[src/rtl/fb_pkg.sv]
// rtl/fb_pkg.sv - shared grant encoding and default widths for the frame buffer arbiter
package fb_pkg;

  localparam int FB_ADDR_W      = 16;
  localparam int FB_DATA_W      = 16;
  localparam int FB_WFIFO_DEPTH = 4;
  localparam int FB_LEVEL_W     = 5;

  typedef enum logic [1:0] {
    GNT_IDLE  = 2'd0,
    GNT_READ  = 2'd1,
    GNT_WRITE = 2'd2
  } grant_e;

endpackage

[src/rtl/frame_buffer_arbiter_if.sv]
// rtl/frame_buffer_arbiter_if.sv - display read, writer and RAM signals of the frame buffer arbiter
interface frame_buffer_arbiter_if
  import fb_pkg::*;
#(
  parameter int ADDR_W = FB_ADDR_W,
  parameter int DATA_W = FB_DATA_W
);

  logic                  rd_req;
  logic [ADDR_W-1:0]     rd_addr;
  logic [DATA_W-1:0]     rd_data;
  logic                  rd_valid;
  logic                  wr_valid;
  logic                  wr_ready;
  logic [ADDR_W-1:0]     wr_addr;
  logic [DATA_W-1:0]     wr_data;
  logic [FB_LEVEL_W-1:0] wfifo_level;
  logic [ADDR_W-1:0]     ram_addr;
  logic [DATA_W-1:0]     ram_wdata;
  logic                  ram_we;
  logic [DATA_W-1:0]     ram_rdata;

  modport slave (
    input  rd_req, rd_addr, wr_valid, wr_addr, wr_data, ram_rdata,
    output rd_data, rd_valid, wr_ready, wfifo_level, ram_addr, ram_wdata, ram_we
  );

  modport master (
    output rd_req, rd_addr, wr_valid, wr_addr, wr_data, ram_rdata,
    input  rd_data, rd_valid, wr_ready, wfifo_level, ram_addr, ram_wdata, ram_we
  );

endinterface

[src/rtl/sync_fifo.sv]
// rtl/sync_fifo.sv - write buffer: power-of-two depth FIFO with registered level
module sync_fifo #(
  parameter int WIDTH   = 32,
  parameter int DEPTH   = 4,
  parameter int LEVEL_W = 5
) (
  input  logic               i_clk,
  input  logic               i_rst_n,
  input  logic               i_push,
  input  logic               i_pop,
  input  logic [WIDTH-1:0]   i_data,
  output logic [WIDTH-1:0]   o_data,
  output logic [LEVEL_W-1:0] o_level,
  output logic               o_empty
);

  localparam int PTR_W = (DEPTH > 1) ? $clog2(DEPTH) : 1;

  logic [WIDTH-1:0]   r_mem [DEPTH];
  logic [PTR_W-1:0]   r_wr_ptr;
  logic [PTR_W-1:0]   r_rd_ptr;
  logic [LEVEL_W-1:0] r_level;
  logic               w_push_ok;
  logic               w_pop_ok;

  // A full FIFO refuses a push even when a pop frees a slot in the same cycle.
  assign w_push_ok = i_push && (r_level != LEVEL_W'(DEPTH));
  assign w_pop_ok  = i_pop && (r_level != '0);

  always_ff @(posedge i_clk or negedge i_rst_n) begin
    if (!i_rst_n) begin
      r_wr_ptr <= '0;
      r_rd_ptr <= '0;
      r_level  <= '0;
    end else begin
      if (w_push_ok) r_wr_ptr <= r_wr_ptr + PTR_W'(1);
      if (w_pop_ok)  r_rd_ptr <= r_rd_ptr + PTR_W'(1);
      case ({w_push_ok, w_pop_ok})
        2'b10:   r_level <= r_level + LEVEL_W'(1);
        2'b01:   r_level <= r_level - LEVEL_W'(1);
        default: r_level <= r_level;
      endcase
    end
  end

  always_ff @(posedge i_clk) begin
    if (w_push_ok) r_mem[r_wr_ptr] <= i_data;
  end

  assign o_data  = r_mem[r_rd_ptr];
  assign o_level = r_level;
  assign o_empty = (r_level == '0);

endmodule

[src/rtl/frame_buffer_arbiter.sv]
// rtl/frame_buffer_arbiter.sv - single-port frame RAM arbiter: display reads win, writes buffered
module frame_buffer_arbiter
  import fb_pkg::*;
#(
  parameter int ADDR_W      = FB_ADDR_W,
  parameter int DATA_W      = FB_DATA_W,
  parameter int WFIFO_DEPTH = FB_WFIFO_DEPTH
) (
  input logic                    i_clk,
  input logic                    i_rst_n,
  frame_buffer_arbiter_if.slave  bus
);

  localparam int ENTRY_W = ADDR_W + DATA_W;

  logic [ENTRY_W-1:0]    w_head;
  logic [FB_LEVEL_W-1:0] w_level;
  logic                  w_empty;
  logic                  w_wr_ready;
  logic                  w_push;
  logic                  w_pop;
  grant_e                w_grant;

  logic                  r_rst_done;
  logic [ADDR_W-1:0]     r_ram_addr;
  logic [DATA_W-1:0]     r_ram_wdata;
  logic                  r_ram_we;
  logic                  r_rd_p1;
  logic                  r_rd_p2;
  logic                  r_rd_valid;
  logic [DATA_W-1:0]     r_rd_data;

  assign w_wr_ready = r_rst_done && (w_level < FB_LEVEL_W'(WFIFO_DEPTH));
  assign w_push     = bus.wr_valid && w_wr_ready;

  always_comb begin
    w_grant = GNT_IDLE;
    if (bus.rd_req)    w_grant = GNT_READ;
    else if (!w_empty) w_grant = GNT_WRITE;
  end

  assign w_pop = (w_grant == GNT_WRITE);

  sync_fifo #(
    .WIDTH   (ENTRY_W),
    .DEPTH   (WFIFO_DEPTH),
    .LEVEL_W (FB_LEVEL_W)
  ) u_wfifo (
    .i_clk   (i_clk),
    .i_rst_n (i_rst_n),
    .i_push  (w_push),
    .i_pop   (w_pop),
    .i_data  ({bus.wr_addr, bus.wr_data}),
    .o_data  (w_head),
    .o_level (w_level),
    .o_empty (w_empty)
  );

  // Read pipeline: address out (k+1), RAM data (k+2), captured and flagged valid (k+3).
  always_ff @(posedge i_clk or negedge i_rst_n) begin
    if (!i_rst_n) begin
      r_rst_done  <= 1'b0;
      r_ram_addr  <= '0;
      r_ram_wdata <= '0;
      r_ram_we    <= 1'b0;
      r_rd_p1     <= 1'b0;
      r_rd_p2     <= 1'b0;
      r_rd_valid  <= 1'b0;
      r_rd_data   <= '0;
    end else begin
      r_rst_done <= 1'b1;
      r_ram_we   <= (w_grant == GNT_WRITE);
      case (w_grant)
        GNT_READ:  r_ram_addr <= bus.rd_addr;
        GNT_WRITE: begin
          r_ram_addr  <= w_head[ENTRY_W-1:DATA_W];
          r_ram_wdata <= w_head[DATA_W-1:0];
        end
        default:   r_ram_addr <= r_ram_addr;
      endcase
      r_rd_p1    <= (w_grant == GNT_READ);
      r_rd_p2    <= r_rd_p1;
      r_rd_valid <= r_rd_p2;
      if (r_rd_p2) r_rd_data <= bus.ram_rdata;
    end
  end

  assign bus.wr_ready    = w_wr_ready;
  assign bus.wfifo_level = w_level;
  assign bus.ram_addr    = r_ram_addr;
  assign bus.ram_wdata   = r_ram_wdata;
  assign bus.ram_we      = r_ram_we;
  assign bus.rd_valid    = r_rd_valid;
  assign bus.rd_data     = r_rd_data;

endmodule

[src/flat_wrapper.sv]
// flat-port wrapper written by rule: the top's interface ports become plain ports
module frame_buffer_arbiter_flat import fb_pkg::*;
#(
  parameter int ADDR_W      = FB_ADDR_W,
  parameter int DATA_W      = FB_DATA_W,
  parameter int WFIFO_DEPTH = FB_WFIFO_DEPTH
)
  (i_clk, i_rst_n, bus_rd_req, bus_rd_addr, bus_wr_valid, bus_wr_addr, bus_wr_data, bus_ram_rdata, bus_rd_data, bus_rd_valid, bus_wr_ready, bus_wfifo_level, bus_ram_addr, bus_ram_wdata, bus_ram_we);
  frame_buffer_arbiter_if #(.ADDR_W(ADDR_W), .DATA_W(DATA_W)) bus_i ();
  input logic i_clk;
  input logic i_rst_n;
  input wire logic [$bits(bus_i.rd_req)-1:0] bus_rd_req;
  input wire logic [$bits(bus_i.rd_addr)-1:0] bus_rd_addr;
  input wire logic [$bits(bus_i.wr_valid)-1:0] bus_wr_valid;
  input wire logic [$bits(bus_i.wr_addr)-1:0] bus_wr_addr;
  input wire logic [$bits(bus_i.wr_data)-1:0] bus_wr_data;
  input wire logic [$bits(bus_i.ram_rdata)-1:0] bus_ram_rdata;
  output wire logic [$bits(bus_i.rd_data)-1:0] bus_rd_data;
  output wire logic [$bits(bus_i.rd_valid)-1:0] bus_rd_valid;
  output wire logic [$bits(bus_i.wr_ready)-1:0] bus_wr_ready;
  output wire logic [$bits(bus_i.wfifo_level)-1:0] bus_wfifo_level;
  output wire logic [$bits(bus_i.ram_addr)-1:0] bus_ram_addr;
  output wire logic [$bits(bus_i.ram_wdata)-1:0] bus_ram_wdata;
  output wire logic [$bits(bus_i.ram_we)-1:0] bus_ram_we;
  assign bus_i.rd_req = bus_rd_req;
  assign bus_i.rd_addr = bus_rd_addr;
  assign bus_i.wr_valid = bus_wr_valid;
  assign bus_i.wr_addr = bus_wr_addr;
  assign bus_i.wr_data = bus_wr_data;
  assign bus_i.ram_rdata = bus_ram_rdata;
  assign bus_rd_data = bus_i.rd_data;
  assign bus_rd_valid = bus_i.rd_valid;
  assign bus_wr_ready = bus_i.wr_ready;
  assign bus_wfifo_level = bus_i.wfifo_level;
  assign bus_ram_addr = bus_i.ram_addr;
  assign bus_ram_wdata = bus_i.ram_wdata;
  assign bus_ram_we = bus_i.ram_we;
  frame_buffer_arbiter #(.ADDR_W(ADDR_W), .DATA_W(DATA_W), .WFIFO_DEPTH(WFIFO_DEPTH)) u_core (.i_clk(i_clk), .i_rst_n(i_rst_n), .bus(bus_i));
endmodule
[config.mk]
export PLATFORM = sky130hd
export DESIGN_NAME = frame_buffer_arbiter_flat
export DESIGN_NICKNAME = d
export VERILOG_FILES = /design/src/rtl/fb_pkg.sv /design/src/rtl/frame_buffer_arbiter_if.sv /design/src/rtl/sync_fifo.sv /design/src/rtl/frame_buffer_arbiter.sv /design/src/flat_wrapper.sv
export SDC_FILE = /design/constraint.sdc
export NUM_CORES = 1
export LEC_CHECK = 0
export ABC_AREA = 0
export CORE_MARGIN = 3
export CORE_UTILIZATION = 34
export CTS_CLUSTER_SIZE = 14
export DETAILED_ROUTE_END_ITERATION = 16
export PLACE_DENSITY = 0.6
export SKIP_CTS_REPAIR_TIMING = 1
export SLEW_MARGIN = 30
export SYNTH_ARGS = -nofsm -noshare
export SYNTH_HDL_FRONTEND = slang
export SYNTH_SLANG_ARGS = --single-unit
[constraint.sdc]
create_clock -name i_clk -period 3.8 [get_ports i_clk]
set_clock_uncertainty 0.1 [all_clocks]
set_input_delay 1.14 -clock i_clk [delete_from_list [all_inputs] [get_ports i_clk]]
set_output_delay 1.14 -clock i_clk [all_outputs]
set_load 0.02 [all_outputs]
==> impl_metrics.csv, run 1 <==
group,metric,value,unit
clock_tree,clk_root_buffer_cell,"clkbuf_16",
drt,route.detailed.drc,0,
logic_synthesis,synth_xor_area_share,0.727,%
sta,setup_viol_count_final,0,
final_layout,final_net_count,621,
logic_synthesis,muxShareOfSynthArea,12.5,%
final_layout,fin_util,45.6,%
sta,rsz0062_at_grt,"no",
setup_path,cp_max_fo,6,
clock_tree,tritoncts,"yes",
logic_synthesis,synth-main-ff-cell,"edfxtp_1",
power_and_ir_drop,total_leakage_power,3.45,nW
final_layout,n_fill_cell,1807,
logic_synthesis,synthCells,411,
placement,gp_congestion,0.750,
power_and_ir_drop,p_clk_share,27.3,%
power_and_ir_drop,comb_power_share,27.6,%
global_routing,track_usage,13.8,%
logic_synthesis,synthTopCellsByCount,"128 x edfxtp_1, 77 x nand2_1, 62 x dfrtp_1",
power_and_ir_drop,p_sw,0.00189,W
setup_path,startpoint_type,"primary input",
setup_path,crit_arrival,3.45,ns
final_layout,antenna_cells,0,
placement,port_buffers,123,
logic_synthesis,synth_nets,488,
setup_path,end_kind,"flop",
logic_synthesis,yosysWarnings,0,
job,max_cap_viol_count,0,
logic_synthesis,synth_cell_types,35,
logic_synthesis,synthAdderAreaFrac,1.66,%
logic_synthesis,yosysTopAreaCell,"edfxtp_1",
drt,drtIter0Drc,177,
power_and_ir_drop,powerDensity,670,nW/um2
clock_tree,cts-buffers-inserted,17,
drt,viasPerCell,4.80,
final_layout,areaGrowthSynthToFinish,29.6,%
final_layout,drive_gt1_share,17.8,%
global_routing,antenna_found_initial,2,
floorplan,initial_utilization,35.2,%
clock_tree,clk_path_buf_depth,2,
sta,final.min_clock_period,3.27,ns
drt,post_drt_wl_per_cell,18.5,um
power_and_ir_drop,pwr-share-seq,45.2,%
sta,max_slew_margin,39.4,%
clock_tree,htreeDepth,4,
floorplan,die_area,23100,um2
logic_synthesis,synth_top_area_share,53.1,%
sta,slew_violations,0,
logic_synthesis,synth.most_common_cell,"edfxtp_1",
drt,antenna_left,0,
final_layout,final-seq-area,5400,um2
clock_tree,worst_setup_hold_path_clk_slew,0.06,ns
floorplan,io_pins,124,
outcome,status,"completed",
logic_synthesis,synth-seq-cells,190,
logic_synthesis,synth_area,7230,um2
logic_synthesis,synth.avg_cell_area,17.6,um2
global_routing,grt_overflow,0,
clock_tree,cts_sinks,190,
power_and_ir_drop,p_int,0.00439,W
final_layout,multi_input_area,1700,um2
power_and_ir_drop,max-vdd-ir-drop,276,uV
floorplan,die_x,152,um
sta,setup_tns,0,ns
sta,tightest_slew,0.909,ns
floorplan,core_region_area,20600,um2
clock_tree,clock_latency,0.43,ns
sta,finalCritPeriodShare,86.1,%
logic_synthesis,synth-edff-count,128,
setup_path,crit_type,"in -> reg",
drt,vias,3973,
logic_synthesis,synth_seq_area_share,74.6,%
logic_synthesis,async_flop_share,32.6,%
sta,finalHoldViolations,0,
power_and_ir_drop,swShare,30.1,%
placement,dp_hpwl,9760,um
sta,fmax,306,MHz
global_routing,grt_pass1_vias,4282,
floorplan,num_rows,52,
logic_synthesis,synth_compound_area_share,3.13,%
floorplan,die_y,152,um
setup_path,cp.required,3.98,ns
drt,wirelength,15300,um
logic_synthesis,synth_top_family_by_area,"multiplexers",
drt,drtPass1Iterations,4,
global_routing,grt_start_max_net_pins,63,
min_path,hold_path_class,"reg -> reg",
global_routing,grt_first_pass_wirelength,24300,um
logic_synthesis,yosys.area_share.simple,5.47,%
logic_synthesis,synthTopCellsByArea,"edfxtp_1 53%, dfrtp_1 21%, mux4_2 10%",
[logic make-up after synthesis]
kind of cell    count (synthesis)
xor+xnor                        6
fa+ha+maj                       9
flops                         190
buf+inv                        33
other cells                     1
compound gates                 32
simple gates                   92
mux                            48
[power by group through the flow]
stage | clock (W) | combinational [W] | sequential [W]
floorplan | 0 | 0.000948 | 0.00291
global placement | 0 | 0.00171 | 0.00287
detailed placement | 0 | 0.00175 | 0.00289
CTS | 0.00177 | 0.00176 | 0.00285
global route | 0.00187 | 0.00188 | 0.00289
finish | 0.00171 | 0.00173 | 0.00284
[path summary, 6_finish.rpt]
path	start	to	slack, ns	depth (start not counted)
max in group asynchronous	i_rst_n	u_core.u_wfifo.r_rd_ptr[0]	2.51	1
max reg2reg	u_core.u_wfifo.o_level[4]	u_core.u_wfifo.o_level[4]	0.83	10
min reg2reg	u_core.r_rd_p1	u_core.r_rd_p2	0.25	0
min in group asynchronous	i_rst_n	u_core.bus.ram_wdata[15]	0.61	1
max	bus_wr_valid	u_core.u_wfifo.o_level[4]	0.53	10
min	u_core.r_rd_p1	u_core.r_rd_p2	0.25	0
[flip-flops by register name, summed over array words and instances (netlist names)]
signal,cells
u_core.bus.ram_wdata,16
u_core.bus.rd_data,16
u_core.u_wfifo.r_wr_ptr,2
u_core.u_wfifo.r_mem,128
u_core.r_rd_p2,1
u_core.u_wfifo.o_level,5
u_core.bus.ram_addr,16
u_core.bus.ram_we,1
u_core.r_rst_done,1
u_core.r_rd_p1,1
u_core.u_wfifo.r_rd_ptr,2
u_core.bus.rd_valid,1
[through the flow]
stage	hold slack (ns)	total power, W	std cells	setup WS (ns)	instance area, um2
3_5_place_dp	0.238	0.00464	795	0.225	8800
3_3_place_gp	0.232	0.00458	795	0.359	8800
2_1_floorplan	0.231	0.00385	411	0.469	7230
4_1_cts	0.253	0.00638	827	0.534	9370
6_report	0.251	0.00628	827	0.527	9370
5_1_grt	0.272	0.00664	827	0.390	9370
[worst max-delay path, stage by stage]
cell and delay [ns]:
clkdlybuf4s50_1 0.46, and2_1 0.21, inv_1 0.08, ha_1 0.27, inv_1 0.16, fa_1 0.44, nor2b_1 0.25, o2111ai_1 0.17
o311ai_0 0.13, o211ai_1 0.15
[area by class of cell]
class / count / area share (%)
Clock inverter: 14 / 1.48
Timing Repair Buffer: 134 / 14.0
Inverter: 13 / 0.521
Multi-Input combinational cell: 188 / 18.2
Clock buffer: 18 / 4.58
Sequential cell: 190 / 57.6
Tap cell: 270 / 3.60
[per-layer routing]
| layer | up-vias | routed length, um | global-route usage, % |
|---|---|---|---|
| met4 | 4 | 206 | 4.84 |
| met5 | - | 23 | 0 |
| met1 | 2014 | 6560 | 17.1 |
| met3 | 16 | 883 | 4.29 |
| li1 | 1813 | - | - |
| met2 | 126 | 7650 | 23.0 |
[placed cells by master, fill, tap and decap left out, types with 3 or more instances in the layout]
cell             netlist  layout
mux2_2                16      16
a22oi_1               12      12
o22ai_1                5       5
inv_6                  0       3
clkinv_2               0       3
a21oi_1                5       5
clkinv_1               0       3
clkdlybuf4s50_1        0     122
buf_4                  1      11
clkbuf_16              0      17
edfxtp_1             128     128
xnor2_1                4       4
nand2_1               77      77
and3_2                 0       4
o21ai_0                4       4
inv_1                 12      12
mux4_2                32      32
ha_1                   8       8
dfrtp_1               62      60
(Power assumes the default switching activity.)
==> run 2, diff against run 1 <==
Settings changed: GPL_ROUTABILITY_DRIVEN set to 0.
==> results of run 2 <==
The final DEF is identical to that of run 1; final timing and power are the same.
